## config.mk

```make
export PLATFORM = sky130hd
export DESIGN_NAME = ram_arbiter
export DESIGN_NICKNAME = d
export VERILOG_FILES = /design/src/rtl/ram_arbiter.sv
export SDC_FILE = /design/constraint.sdc
export NUM_CORES = 1
export LEC_CHECK = 0
export ABC_AREA = 1
export CAP_MARGIN = 30
export CORE_AREA = 2 2 165 167
export DETAILED_ROUTE_END_ITERATION = 7
export DIE_AREA = 0 0 167 169
export GPL_TIMING_DRIVEN = 0
export PLACE_DENSITY = 0.81
export SYNTH_ARGS = -nofsm -noshare
export SYNTH_HDL_FRONTEND = slang
export SYNTH_SLANG_ARGS = --single-unit
```

## constraint.sdc

```tcl
create_clock -name clk -period 1.45 [get_ports clk]
set_clock_uncertainty 0.05 [all_clocks]
set_input_delay 0.145 -clock clk [delete_from_list [all_inputs] [get_ports clk]]
set_output_delay 0.145 -clock clk [all_outputs]
set_load 0.05 [all_outputs]
```

## src/rtl/ram_arbiter.sv

```systemverilog
// Two-master round-robin arbiter and sequencer for a single-port 256x64 synchronous RAM.
// Serialises single-word read/write transactions and routes read data back to the issuer.
module ram_arbiter #(
  parameter int unsigned AW = 8,
  parameter int unsigned DW = 64
) (
  input  logic          clk,
  input  logic          reset_n,
  input  logic          m0_req,
  input  logic          m0_wr,
  input  logic [AW-1:0] m0_addr,
  input  logic [DW-1:0] m0_wdata,
  output logic          m0_grant,
  output logic          m0_rvalid,
  output logic [DW-1:0] m0_rdata,
  input  logic          m1_req,
  input  logic          m1_wr,
  input  logic [AW-1:0] m1_addr,
  input  logic [DW-1:0] m1_wdata,
  output logic          m1_grant,
  output logic          m1_rvalid,
  output logic [DW-1:0] m1_rdata,
  output logic          cen,
  output logic          wen,
  output logic [AW-1:0] s_addr,
  output logic [DW-1:0] s_din,
  input  logic [DW-1:0] s_dout,
  output logic          busy
);

  typedef enum logic [1:0] {
    IDLE   = 2'd0,
    ACCESS = 2'd1,
    RDATA  = 2'd2
  } state_t;

  state_t        state_q, state_d;
  logic          cur_q, cur_d;
  logic          last_q, last_d;
  logic          win;
  logic          cen_d, wen_d, busy_d;
  logic [AW-1:0] addr_d;
  logic [DW-1:0] din_d;
  logic          grant0_d, grant1_d, rvalid0_d, rvalid1_d;
  logic [DW-1:0] rdata0_d, rdata1_d;

  // m1 wins when alone, or on a tie when m0 was the previous winner
  assign win = m1_req & (~m0_req | ~last_q);

  // Next-state and next-output logic
  always_comb begin
    state_d   = state_q;
    cur_d     = cur_q;
    last_d    = last_q;
    cen_d     = 1'b0;
    wen_d     = 1'b0;
    addr_d    = s_addr;
    din_d     = s_din;
    grant0_d  = 1'b0;
    grant1_d  = 1'b0;
    rvalid0_d = 1'b0;
    rvalid1_d = 1'b0;
    rdata0_d  = m0_rdata;
    rdata1_d  = m1_rdata;
    case (state_q)
      IDLE: begin
        if (m0_req || m1_req) begin
          state_d  = ACCESS;
          cur_d    = win;
          last_d   = win;
          cen_d    = 1'b1;
          wen_d    = win ? m1_wr : m0_wr;
          addr_d   = win ? m1_addr : m0_addr;
          if (win) din_d = m1_wr ? m1_wdata : '0;
          else     din_d = m0_wr ? m0_wdata : '0;
          grant0_d = ~win;
          grant1_d = win;
        end
      end
      ACCESS: begin
        // wen still holds the kind of the transaction being executed
        state_d = wen ? IDLE : RDATA;
      end
      RDATA: begin
        state_d = IDLE;
        if (cur_q) begin
          rvalid1_d = 1'b1;
          rdata1_d  = s_dout;
        end else begin
          rvalid0_d = 1'b1;
          rdata0_d  = s_dout;
        end
      end
      default: state_d = IDLE;
    endcase
    busy_d = (state_d != IDLE);
  end

  // State and output registers
  always_ff @(posedge clk) begin
    if (!reset_n) begin
      state_q   <= IDLE;
      cur_q     <= 1'b0;
      last_q    <= 1'b1;
      cen       <= 1'b0;
      wen       <= 1'b0;
      s_addr    <= '0;
      s_din     <= '0;
      m0_grant  <= 1'b0;
      m1_grant  <= 1'b0;
      m0_rvalid <= 1'b0;
      m1_rvalid <= 1'b0;
      m0_rdata  <= '0;
      m1_rdata  <= '0;
      busy      <= 1'b0;
    end else begin
      state_q   <= state_d;
      cur_q     <= cur_d;
      last_q    <= last_d;
      cen       <= cen_d;
      wen       <= wen_d;
      s_addr    <= addr_d;
      s_din     <= din_d;
      m0_grant  <= grant0_d;
      m1_grant  <= grant1_d;
      m0_rvalid <= rvalid0_d;
      m1_rvalid <= rvalid1_d;
      m0_rdata  <= rdata0_d;
      m1_rdata  <= rdata1_d;
      busy      <= busy_d;
    end
  end

endmodule

```

==> summary.md <==
| Metric | Value |
|---|---|
| Outcome | finished, final reports clean |
| Most frequent cells in the layout | 350 x nand2_1, 341 x inv_1, 211 x clkdlybuf4s50_1 |
| Root Driver | clkbuf_16 |
| FF-to-FF setup slack | 60 ps |
| Crit Reg-Reg Endpoint | m0_rdata[9]$_SDFFE_PN0P_ |
| Hold depth | 3 |
| Slew @ Worst Pin | 699 ps |
| Delay of the slowest cell on the worst path | 420 ps |
| Die Height | 169 um |
| Family with the most delay on the worst path | flip-flops |
| Final setup viols | 0 |
| Placed Instances | 2,282 |
| Reg clk slew, reported paths | 60 ps |
| Cells after synthesis | 1,523 |
| DRT Pass-1 Iters | 7 |
| Area occupied by multi-input gates | 3880 um^2 |
| Post-synthesis sequential area ratio | 42.4% |
| Final setup margin | 16.4 ps |
| CTS Buf Count | 24 |
| Sequential cell area | 4230 um^2 |
| Share of post-route cells with drive strength above 1 | 17.6% |
| Rows | 60 |
| Worst-skew pair later-pin latency | 500 ps |
| Clock tree buffer depth | 3 |
| Final Hold Slack | 61.6 ps |
| Detailed placement HPWL | 29,700 um |
| Slew Limit Fails | 0 |
| Initial antenna violation count | 5 |
| Filler cells | 2,576 |
| Wirelength, routed | 38,300 um |
| Critical Path Source | s_din[32]$_SDFFE_PN0P_ |
| Final min period | 1430 ps |
| Post-detailed-route wirelength per cell | 16.4 um |
| Overall Global Routing Usage | 25.9% |
| Sink Count | 211 |
| Most common cell after layout, fill and taps aside | nand2_1 |
| Worst setup endpoint | s_din[32] |
| Static Leak | 7.52 nW |
| Area grow syn2layout | 50.5% |
| I/O pin count | 421 |
| Total power | 16.9 mW |
| Top sig layer | met5 |
| Largest net degree at the start of global routing | 13 |
| WP data required | 1250 ps |
| DRT antenna net count | 0 |
| Pwr dens | 1130 nW/um^2 |
| Fmax | 698 MHz |
| WP depth | 1 |
| Final Instance Area | 15,000 um^2 |
| Final Wtd Congestion | 0.977 |
| H-tree Lvls | 1 |
| Slowest cell on crit path | dfxtp_1 |
| Met2 routed WL | 19,100 um |
| YS warnings | 0 |
| R2R depth | 5 |
| Synth area leaders | dfxtp_1 42%, nand2_1 13%, inv_1 13% |
| Slew HR | 53.4% |
| Critical path buffers and inverters | 1 |
| Launch point of the worst reg-to-reg path | cur_q$_SDFFE_PN0P_ |
| Yosys top cell by area | dfxtp_1 |
| Routed length on met1 | 13,800 um |
| Final Hold Viols | 0 |
| Layout Nets | 2,185 |
| Starting Density | 37.5% |
| Top cell type's share of synthesized area | 42.4% |
| Post-Syn Nets | 1,737 |
| Die ar. | 28,200 um^2 |
| Final cell count without fillers | 2,331 |
| IO Port Bufs | 418 |
| Drt first-iter violations | 861 |
| First-pass GRT wire length | 57,900 um |
| Vias in the first global route | 10,741 |
| Via count | 11,309 |
| Grt ovf | 0 |
| Max-cap viol count | 0 |
| Count of cell types in the netlist | 16 |
| CTS tree | yes |
| Avg Cell Area, Syn | 6.53 um^2 |
| #FFs+latches synth | 211 |
| CP Launch Type | flip-flop |
| Core ar. | 26,500 um^2 |
| Cell Area, Placed | 14,600 um^2 |
| Critical Path, Cell by Cell | buf_2 |
| Worst setup path class | flip-flop to primary output |
| DRC viols | 0 |
| Worst Hold Class | input port to flip-flop |
| Endpoint class of the critical path | primary output |
| CP Max Fanout | 2 |
| DIE WIDTH | 167 um |
| Vias/cell | 4.85 |
| Crit share post-route | 98.9% |
| Setup TNS | 0 ps |
| Synth Cell Area | 9950 um^2 |
| Pre-CTS setup slack | -562 ps |
| CP arrival | 1240 ps |
| Worst VDD drop | 0.882 mV |
| Met3 wire len | 3910 um |
| Final core occ | 56.5% |
where the power goes:
part | internal, mW | total, mW | leakage, nW | switching (mW)
registers | 6.14 | 6.34 | 1.72 | 0.199
clock network | 4.02 | 6.41 | 0.404 | 2.39
logic | 1.46 | 4.19 | 5.40 | 2.73
cells in the mapped netlist:
library cell    n
nand4_1        64
dfxtp_1       211
a21oi_1       195
inv_1         341
nor2_1         32
buf_4           4
buf_1           9
nand2_1       353
clkbuf_1       33
inv_2           4
nand3_1       139
nand2_2         2
buf_2          66
o21ai_0        64
nand3b_1        1
buf_6           5
worst min-delay path by stage:
stage / from / end / slack [ps]
after global placement: m1_rdata[31]$_SDFFE_PN0P_ / m1_rdata[31]$_SDFFE_PN0P_ / 380
after detailed placement: m1_rdata[9]$_SDFFE_PN0P_ / m1_rdata[9]$_SDFFE_PN0P_ / 390
after CTS: m0_wr / wen$_SDFF_PN0_ / 40
after floorplan: s_dout[38] / m0_rdata[38]$_SDFFE_PN0P_ / 270
final: m0_wr / wen$_SDFF_PN0_ / 60
after global routing: m0_wr / wen$_SDFF_PN0_ / 100
worst min-delay path: stages:
cell and delay (ps):
clkbuf_1 230, nand2_1 130, a21oi_1 60
flip-flops by register name, indices dropped and copies added (netlist names), 2 cells and up:
signal    flops
s_din        64
s_addr        8
state_q       2
m1_rdata     64
m0_rdata     64
layout make-up:
class / count / area share [%]
clock buffer: 36 / 4.65
tap: 341 / 2.85
antenna: 2 / 0.0334
inverter: 345 / 8.65
buffer: 117 / 4.59
timing repair buffer: 422 / 24.1
sequential: 211 / 28.2
clock inverter: 7 / 0.919
multi-input combinational: 850 / 25.9
repair_timing:
item	in CTS	in global routing
pin swaps	0	2
setup buffers	2	0
endpoints found under the hold margin	1	0
gates cloned	1	0
hold buffers	1	0
setup endpoints to repair	316	291
resized for setup	750	247
logic make-up after synthesis:
group	after synthesis	synth area share [%]
flip-flops	211	42.4
AND/OR/NAND/NOR	591	25.7
buffers and inverters	462	18.8
AO/OA/AOI/OAI	259	13.0
per-layer routing:
layer | global-route usage [%] | vias up
li1 | - | 5584
met1 | 27.4 | 5044
met2 | 48.0 | 567
met3 | 7.97 | 110
met4 | 9.75 | 4
met5 | 0 | -
No activity file was read; power rests on OpenSTA's default activity.
